==> config.mk <==
export PLATFORM = sky130hd
export DESIGN_NAME = rx_fifo
export DESIGN_NICKNAME = d
export VERILOG_FILES = /design/src/rtl/uart_pkg.sv /design/src/rtl/rx_idle_timer.sv /design/src/rtl/rx_fifo.sv
export SDC_FILE = /design/constraint.sdc
export NUM_CORES = 1
export LEC_CHECK = 0
export CAP_MARGIN = 20
export CELL_PAD_IN_SITES_DETAIL_PLACEMENT = 1
export CELL_PAD_IN_SITES_GLOBAL_PLACEMENT = 2
export CORE_AREA = 5 5 105 107
export DETAILED_ROUTE_END_ITERATION = 8
export DIE_AREA = 0 0 110 112
export PLACE_DENSITY = 0.88
export SETUP_SLACK_MARGIN = 0.02
export SLEW_MARGIN = 20
export SYNTH_ARGS = -nofsm -noshare
export SYNTH_HDL_FRONTEND = slang
export SYNTH_SLANG_ARGS = --single-unit
==> constraint.sdc <==
create_clock -name clk -period 2.7 [get_ports clk]
set_input_delay 0.54 -clock clk [delete_from_list [all_inputs] [get_ports clk]]
set_output_delay 0.54 -clock clk [all_outputs]
set_load 0.01 [all_outputs]
==> src/rtl/uart_pkg.sv <==
// Shared UART definitions: data width and the receive FIFO entry layout.
package uart_pkg;
  localparam int UART_DW    = 8;
  localparam int RX_ENTRY_W = UART_DW + 1;

  typedef struct packed {
    logic               frame_err;
    logic [UART_DW-1:0] data;
  } rx_entry_t;
endpackage

==> src/rtl/rx_idle_timer.sv <==
// Saturating idle counter; expired holds while the count sits at TIMEOUT_CYC.
module rx_idle_timer #(
  parameter int TIMEOUT_CYC = 1024
) (
  input  logic clk,
  input  logic rst,
  input  logic clr,
  input  logic run,
  output logic expired
);
  localparam int CW = $clog2(TIMEOUT_CYC + 1);

  logic [CW-1:0] cnt;

  always_ff @(posedge clk) begin
    if (rst || clr)                              cnt <= '0;
    else if (run && cnt != CW'(TIMEOUT_CYC))     cnt <= cnt + CW'(1);
  end

  assign expired = (cnt == CW'(TIMEOUT_CYC));
endmodule

==> src/rtl/rx_fifo.sv <==
// Receive-side byte FIFO: first-word-fall-through toward uart_ctrl, sticky overrun,
// and an interrupt on fill threshold, idle timeout or overrun.
module rx_fifo
  import uart_pkg::*;
#(
  parameter int DEPTH       = 8,
  parameter int THRESH      = 4,
  parameter int TIMEOUT_CYC = 1024
) (
  input  logic                       clk,
  input  logic                       rst,
  input  logic [UART_DW-1:0]         rx_uart_data,
  input  logic                       rx_uart_valid,
  input  logic                       rx_uart_frame_err,
  output logic                       rx_uart_clear,
  output logic [UART_DW-1:0]         rx_ctrl_data,
  output logic                       rx_ctrl_frame_err,
  output logic                       rx_ctrl_valid,
  input  logic                       rx_ctrl_rd,
  output logic [$clog2(DEPTH):0]     rx_ctrl_level,
  output logic                       rx_ctrl_overrun,
  input  logic                       rx_ctrl_ovr_clr,
  output logic                       rx_ctrl_timeout,
  output logic                       rx_ctrl_irq
);
  localparam int AW = $clog2(DEPTH);
  localparam int LW = AW + 1;

  rx_entry_t      mem [DEPTH];
  rx_entry_t      head;
  logic [AW-1:0]  rd_ptr, wr_ptr;
  logic [LW-1:0]  level;
  logic           overrun;
  logic           full, empty, push, pop;

  assign full  = (level == LW'(DEPTH));
  assign empty = (level == '0);
  assign pop   = rx_ctrl_rd & ~empty;
  // A pop frees a slot in the same cycle, so a full FIFO still accepts the byte.
  assign push  = rx_uart_valid & (~full | pop);

  always_ff @(posedge clk) begin
    if (rst) begin
      rd_ptr        <= '0;
      wr_ptr        <= '0;
      level         <= '0;
      overrun       <= 1'b0;
      rx_uart_clear <= 1'b0;
    end else begin
      rx_uart_clear <= rx_uart_valid;
      if (push) wr_ptr <= wr_ptr + AW'(1);
      if (pop)  rd_ptr <= rd_ptr + AW'(1);
      case ({push, pop})
        2'b10:   level <= level + LW'(1);
        2'b01:   level <= level - LW'(1);
        default: level <= level;
      endcase
      if (rx_uart_valid && !push) overrun <= 1'b1;
      else if (rx_ctrl_ovr_clr)   overrun <= 1'b0;
    end
  end

  // Storage has no reset; stale entries are unreachable once the pointers clear.
  always_ff @(posedge clk) begin
    if (push) mem[wr_ptr] <= rx_entry_t'({rx_uart_frame_err, rx_uart_data});
  end

  rx_idle_timer #(.TIMEOUT_CYC(TIMEOUT_CYC)) u_idle_timer (
    .clk     (clk),
    .rst     (rst),
    .clr     (push | pop | empty),
    .run     (~empty),
    .expired (rx_ctrl_timeout)
  );

  assign head              = mem[rd_ptr];
  assign rx_ctrl_data      = head.data;
  assign rx_ctrl_frame_err = head.frame_err;
  assign rx_ctrl_valid     = ~empty;
  assign rx_ctrl_level     = level;
  assign rx_ctrl_overrun   = overrun;
  assign rx_ctrl_irq       = (level >= LW'(THRESH)) | rx_ctrl_timeout | overrun;
endmodule

Yosys cells after proc, flatten, opt, wreduce, memory -nomap -nowiden:

Memories as Yosys holds them, arrays and structs flattened. A register that Yosys moved wholly into a read port is not among the register bits.
Cells that the tools add are included.

* bits in writable memories: 72
* register bits: 23
* bits of input ports: 14
* word-level logic and storage cells: 41
* output and inout bits: 18
* memories: 1

Memories
* mem: words 8, width 9, rd ports 1, clocked after memory_dff 1, write ports 1, RTL line rx_fifo.sv:29 `rx_entry_t mem [DEPTH];`

* add/subtract/negate cells: 5
* bitwise gates (word level): 9
* multiplexer cells: 7
* reduce and logical (&&, ||, !) cells: 7
* eq/ne operators: 5
* magnitude comparators: 1

Operator list (count)
* $add A11 B1 Y11 const B: 1
* $eq A11 B11 Y1 const B: 1
* $ne A11 B11 Y1 const B: 1
* $pmux W4 S2: 1
* $add A3 B1 Y3 const B: 2
* $mux W3: 2
* $or A1 B1 Y1: 5
* $add A4 B1 Y4 const B: 1
* $eq A4 B4 Y1 const B: 1
* $ge A4 B3 Y1 const B: 1
* $logic_not A4 Y1: 1
* $mux W1: 4
* $reduce_bool A2 Y1: 2
* $sub A4 B1 Y4 const B: 1
* $and A1 B1 Y1: 2
* $eq A2 B1 Y1 const B: 1
* $eq A2 B2 Y1 const B: 1
* $logic_and A1 B1 Y1: 2
* $not A1 Y1: 2
* $logic_not A1 Y1: 1
* $logic_or A1 B1 Y1: 1

Longest topological paths before layout:

Gate-level depths: netlist of the first run.

* word-level depth: 8
* depth in mapped cells: 9
* gate-level depth less buffers: 8

Hierarchy:

Synthesis of the first run repeated with hierarchy kept, for this count alone.

* cell total of the unflattened synthesis: 259
* area, all modules: 4083.9 sq um

Modules (own cells, without submodules)
* rx_fifo: area each 3472.1 sq um, times used 1, cells each 188, seq. area each 2462.4 sq um
* rx_idle_timer: area each 611.8 sq um, times used 1, cells each 71, seq. area each 220.2 sq um

Least setup slack after synthesis of the first run:

OpenSTA, ideal clock, no wires.

* path type: flip-flop to flip-flop
* from: register level[0] (netlist: rx_ctrl_level[0])
* to: register level[3] (netlist: rx_ctrl_level[3])
* path buffers: 1
* period minus slack after synthesis: 2302 ps
* cell stages (with the launch flop): 10
* arrival: 2181 ps
* library setup time: 121 ps
* data required time: 2579 ps
* slack: 398 ps
* cell sequence: dfxtp_1 > buf_6 > o41ai_4 > or2_2 > inv_1 > ha_1 > a21oi_1 > a211o_1 > nand3_2 > mux2_4

* cells in the longest elaborated chain, start to end: 7
* elaborated cells on any way between the ends: 13
* classes of those cells: 2 x add/sub; 3 x eq/ne; 1 x mux; 5 x bitwise; 2 x reduce/logical

RTL lines
* start, declared: RTL line rx_fifo.sv:32 `logic [LW-1:0] level;`
* start signal, assigned: RTL line rx_fifo.sv:54 `2'b10: level <= level + LW'(1);`
* start signal, assigned: RTL line rx_fifo.sv:55 `2'b01: level <= level - LW'(1);`
* start signal, assigned: RTL line rx_fifo.sv:56 `default: level <= level;`
* $logic_not A4 Y1: RTL line rx_fifo.sv:37 `assign empty = (level == '0);`
* $not A1 Y1: RTL line rx_fifo.sv:38 `assign pop = rx_ctrl_rd & ~empty;`
* $and A1 B1 Y1: RTL line rx_fifo.sv:38
* $or A1 B1 Y1: RTL line rx_fifo.sv:40 `assign push = rx_uart_valid & (~full | pop);`
* $and A1 B1 Y1: RTL line rx_fifo.sv:40
* $eq A2 B1 Y1 / $eq A2 B2 Y1 (equally long branches): RTL line rx_fifo.sv:53 `case ({push, pop})`
* $pmux W4 S2 / $reduce_bool A2 Y1 (equally long branches)

Several ways; a longest one is shown, not always the timed one.
A chain may end at the register's enable or synchronous reset.

==> flow_summary.yaml, run 1 <==
final_layout:
  drive_gt1_share_pct: 22.3
  multi_input_area_mm2: 0.00129
  layout.nets: 327
  diodes: 0
  final_cells: 446
  seqCellArea_mm2: 0.00268
  syn_to_final_growth_pct: 18.8
  fillers: 1028
  final_area_mm2: 0.00482
  final_core_util_pct: 48.0
logic_synthesis:
  synth_cells: 256
  yosysMostFrequentCell: "edfxtp_1"
  synth_flop_cell: "edfxtp_1"
  synthTopCellsByCount: "edfxtp_1 (72), dfxtp_1 (26), nor2_1 (24)"
  avgSynthCellArea_um2: 15.8
  yosys.area.top_type: "edfxtp_1"
  ys.warnings.count: 0
  synth.top_cell.area_share_pct: 53.3
  synth-seq-cells: 98
  synth_area_mm2: 0.00406
  ys_top_cells_by_area: "edfxtp_1 (53%), dfxtp_1 (13%), mux4_2 (10%), mux2_2 (2.5%), nor2_1 (2.2%)"
  syn_nets: 278
  ys_seq_area_share_pct: 66.1
  synthArstFlopShare_pct: 0
  ys_types: 45
  synth_edf_count: 72
worst_setup_path:
  worstPathCellList: "buf_12 -> mux4_2 -> mux2_2 -> dlygate4sd2_1"
  worstSetupEndpointType: "primary output"
  cp_max_fo: 18
  crit_type: "flip-flop to primary output"
  slowest_stage: "mux4_2"
  rrSetupSlack_ns: 0.43
  rr_startpoint: "rx_ctrl_level[0]$_SDFFE_PP0P_"
  required_ns: 2.16
  start_kind: "flip-flop"
  path_buf_inv: 2
  crit_family: "multiplexers"
  worstRegToRegCells: 8
  arrival_ns: 2.02
  cpPeakStageDelay_ns: 0.52
  r2r_end: "rx_ctrl_level[3]$_SDFFE_PP0P_"
place:
  gp_congestion: 0.761
  portBuffers: 31
  place_inst: 430
  dp_slack_ns: 0.0442
  placed_area_mm2: 0.00462
  dp_hpwl_um: 5360
grt:
  grt_pass1_vias: 2494
  grt_usage_pct: 14.1
  grt_overflow: 0
  grt_antenna_before_repair: 0
  grt_first_pass_wirelength_um: 13100
  grt_max_degree: 19
sta:
  timing.fmax_mhz: 391
  hold_violations: 0
  rsz0062_at_grt: "false"
  setup_slack_ns: 0.142
  finalSetupTns_ns: 0
  tightest_slew_ns: 0.529
  finalSetupViolations: 0
  drv_slew: 0
  skew_ns: 0.00902
  slew_headroom_pct: 64.7
  fin_worst_hold_slack_ns: 0.508
  fin_crit_ns: 2.56
  min_period_over_period_pct: 94.8
floorplanning:
  initial_core_util_pct: 40.4
  die_w_um: 110
  num_io_pins: 32
  coreArea_mm2: 0.0100
  num_rows: 37
  die_area_mm2: 0.0123
  die_h_um: 112
power:
  power_density_mw_per_mm2: 797
  power_mw: 3.84
  ir_worst_vdd_mv: 0.428
  leakage_nw: 1.59
routing:
  ant_nets: 0
  routed_wl_um: 7930
  dr.first_iter.drc_count: 65
  wire_per_inst_um: 17.8
  via_per_inst: 5.17
  dr.pass1.iters: 4
  vias: 2304
  drc: 0
clocking:
  clock_sinks: 98
  clk_pin_slew_worst_paths_ns: 0.09
  cts_max_level: 3
  clock-root-buffer: "clkbuf_8"
  cts_buffers: 9
  clk_latency_ns: 0.36
  cts-hold-fix-buffers: 0
  clk_path_buf_depth: 2
  tritoncts: "yes"
min_path:
  hp-class: "flip-flop to flip-flop"
  hold_start: "u_idle_timer.cnt[10]$_SDFFE_PP0P_"
  min_to: "u_idle_timer.cnt[10]$_SDFFE_PP0P_"
  min_delay_path_depth: 2
outcome:
  status: "finished, final reports clean"
flow_run:
  cap_violations: 0
layout by cell type, fill, tap and decap left out, types with 4 or more instances in the layout:
cell type	netlist	routed
a21oi_1	8	8
xnor2_1	5	5
nor3_1	4	4
nand3_1	8	8
buf_4	1	15
inv_1	10	10
nand2_1	5	5
mux2_2	9	9
xor2_1	8	8
dlygate4sd2_1	0	10
edfxtp_1	72	72
clkdlybuf4s50_1	0	21
ha_1	7	7
nor2_1	24	24
dfxtp_1	26	26
clkbuf_8	0	9
mux4_2	18	18
state kept, by name, indices dropped and copies added, names as in the netlist, named ones only:
register          flops
mem                  72
rx_ctrl_overrun       1
u_idle_timer.cnt     11
wr_ptr                3
rd_ptr                3
rx_uart_clear         1
rx_ctrl_level         4
how the worst max path moves through the flow:
| stage | from | to | slack, ns | cells past startpoint |
|---|---|---|---|---|
| floorplan | rx_ctrl_level[0]$_SDFFE_PP0P_ | rx_ctrl_level[3]$_SDFFE_PP0P_ | 0.40 | 9 |
| global placement | rx_ctrl_rd | rx_ctrl_level[3]$_SDFFE_PP0P_ | 0.12 | 9 |
| detailed placement | rx_ctrl_rd | rx_ctrl_level[3]$_SDFFE_PP0P_ | 0.04 | 9 |
| CTS | flip-flop | rx_ctrl_data[4] | 0.10 | 4 |
| global route | flip-flop | rx_ctrl_data[4] | 0.04 | 4 |
| finish | flip-flop | rx_ctrl_data[4] | 0.14 | 4 |
logic make-up (layout without fill, tap and decap cells):
group | after synthesis | in the layout | synth area share (%)
compound gates | 18 | 18 | 3.46
mux | 31 | 31 | 13.6
simple gates | 68 | 68 | 8.98
fa+ha+maj | 8 | 8 | 2.65
flops | 98 | 98 | 66.1
xor+xnor | 13 | 13 | 2.81
buf+inv | 20 | 74 | 2.38
worst register-to-register path, delay by kind of cell, from the launching register on:
family	cells	cell delay (ns)
compound gates	3	0.77
fa+ha+maj	1	0.35
flops	1	0.44
mux	1	0.29
simple gates	2	0.27
buf+inv	1	0.06
where the power goes:
part / internal, mW / switching [mW]
registers: 1.71 / 0.0984
clock network: 0.442 / 0.519
logic: 0.557 / 0.514
cell type report:
| cell class | instances | share of cell area [%] |
|---|---|---|
| clock inverter | 6 | 1.56 |
| clock buffer | 10 | 2.65 |
| sequential | 98 | 55.7 |
| timing repair buffer | 47 | 8.94 |
| inverter | 11 | 0.857 |
| multi-input combinational | 138 | 26.8 |
| tap | 136 | 3.53 |
routing by layer:
metal | track usage [%] | vias to the layer above | part of all wire (%)
met5 | 0 | - | 0
met4 | 4.24 | 0 | 1.3
met3 | 2.96 | 10 | 3.7
met2 | 23.6 | 46 | 52
met1 | 18.2 | 1176 | 43
li1 | - | 1072 | -
repair_timing:
item                       in CTS  in global routing
buffers inserted                0                  0
gates resized for setup        10                  1
setup endpoints to repair      10                  1
Power figures use the tool's default switching activity.
==> run 2: changes to the inputs <==
- CAP_MARGIN: 20 -> unset
==> results of run 2 <==
Final layout, timing and power as in run 1 (identical DEF).
==> run 3: changes to the inputs <==
- ABC_CLOCK_PERIOD_IN_PS: unset -> 2700
==> results of run 3 <==
Final layout, timing and power as in run 1 (identical DEF).
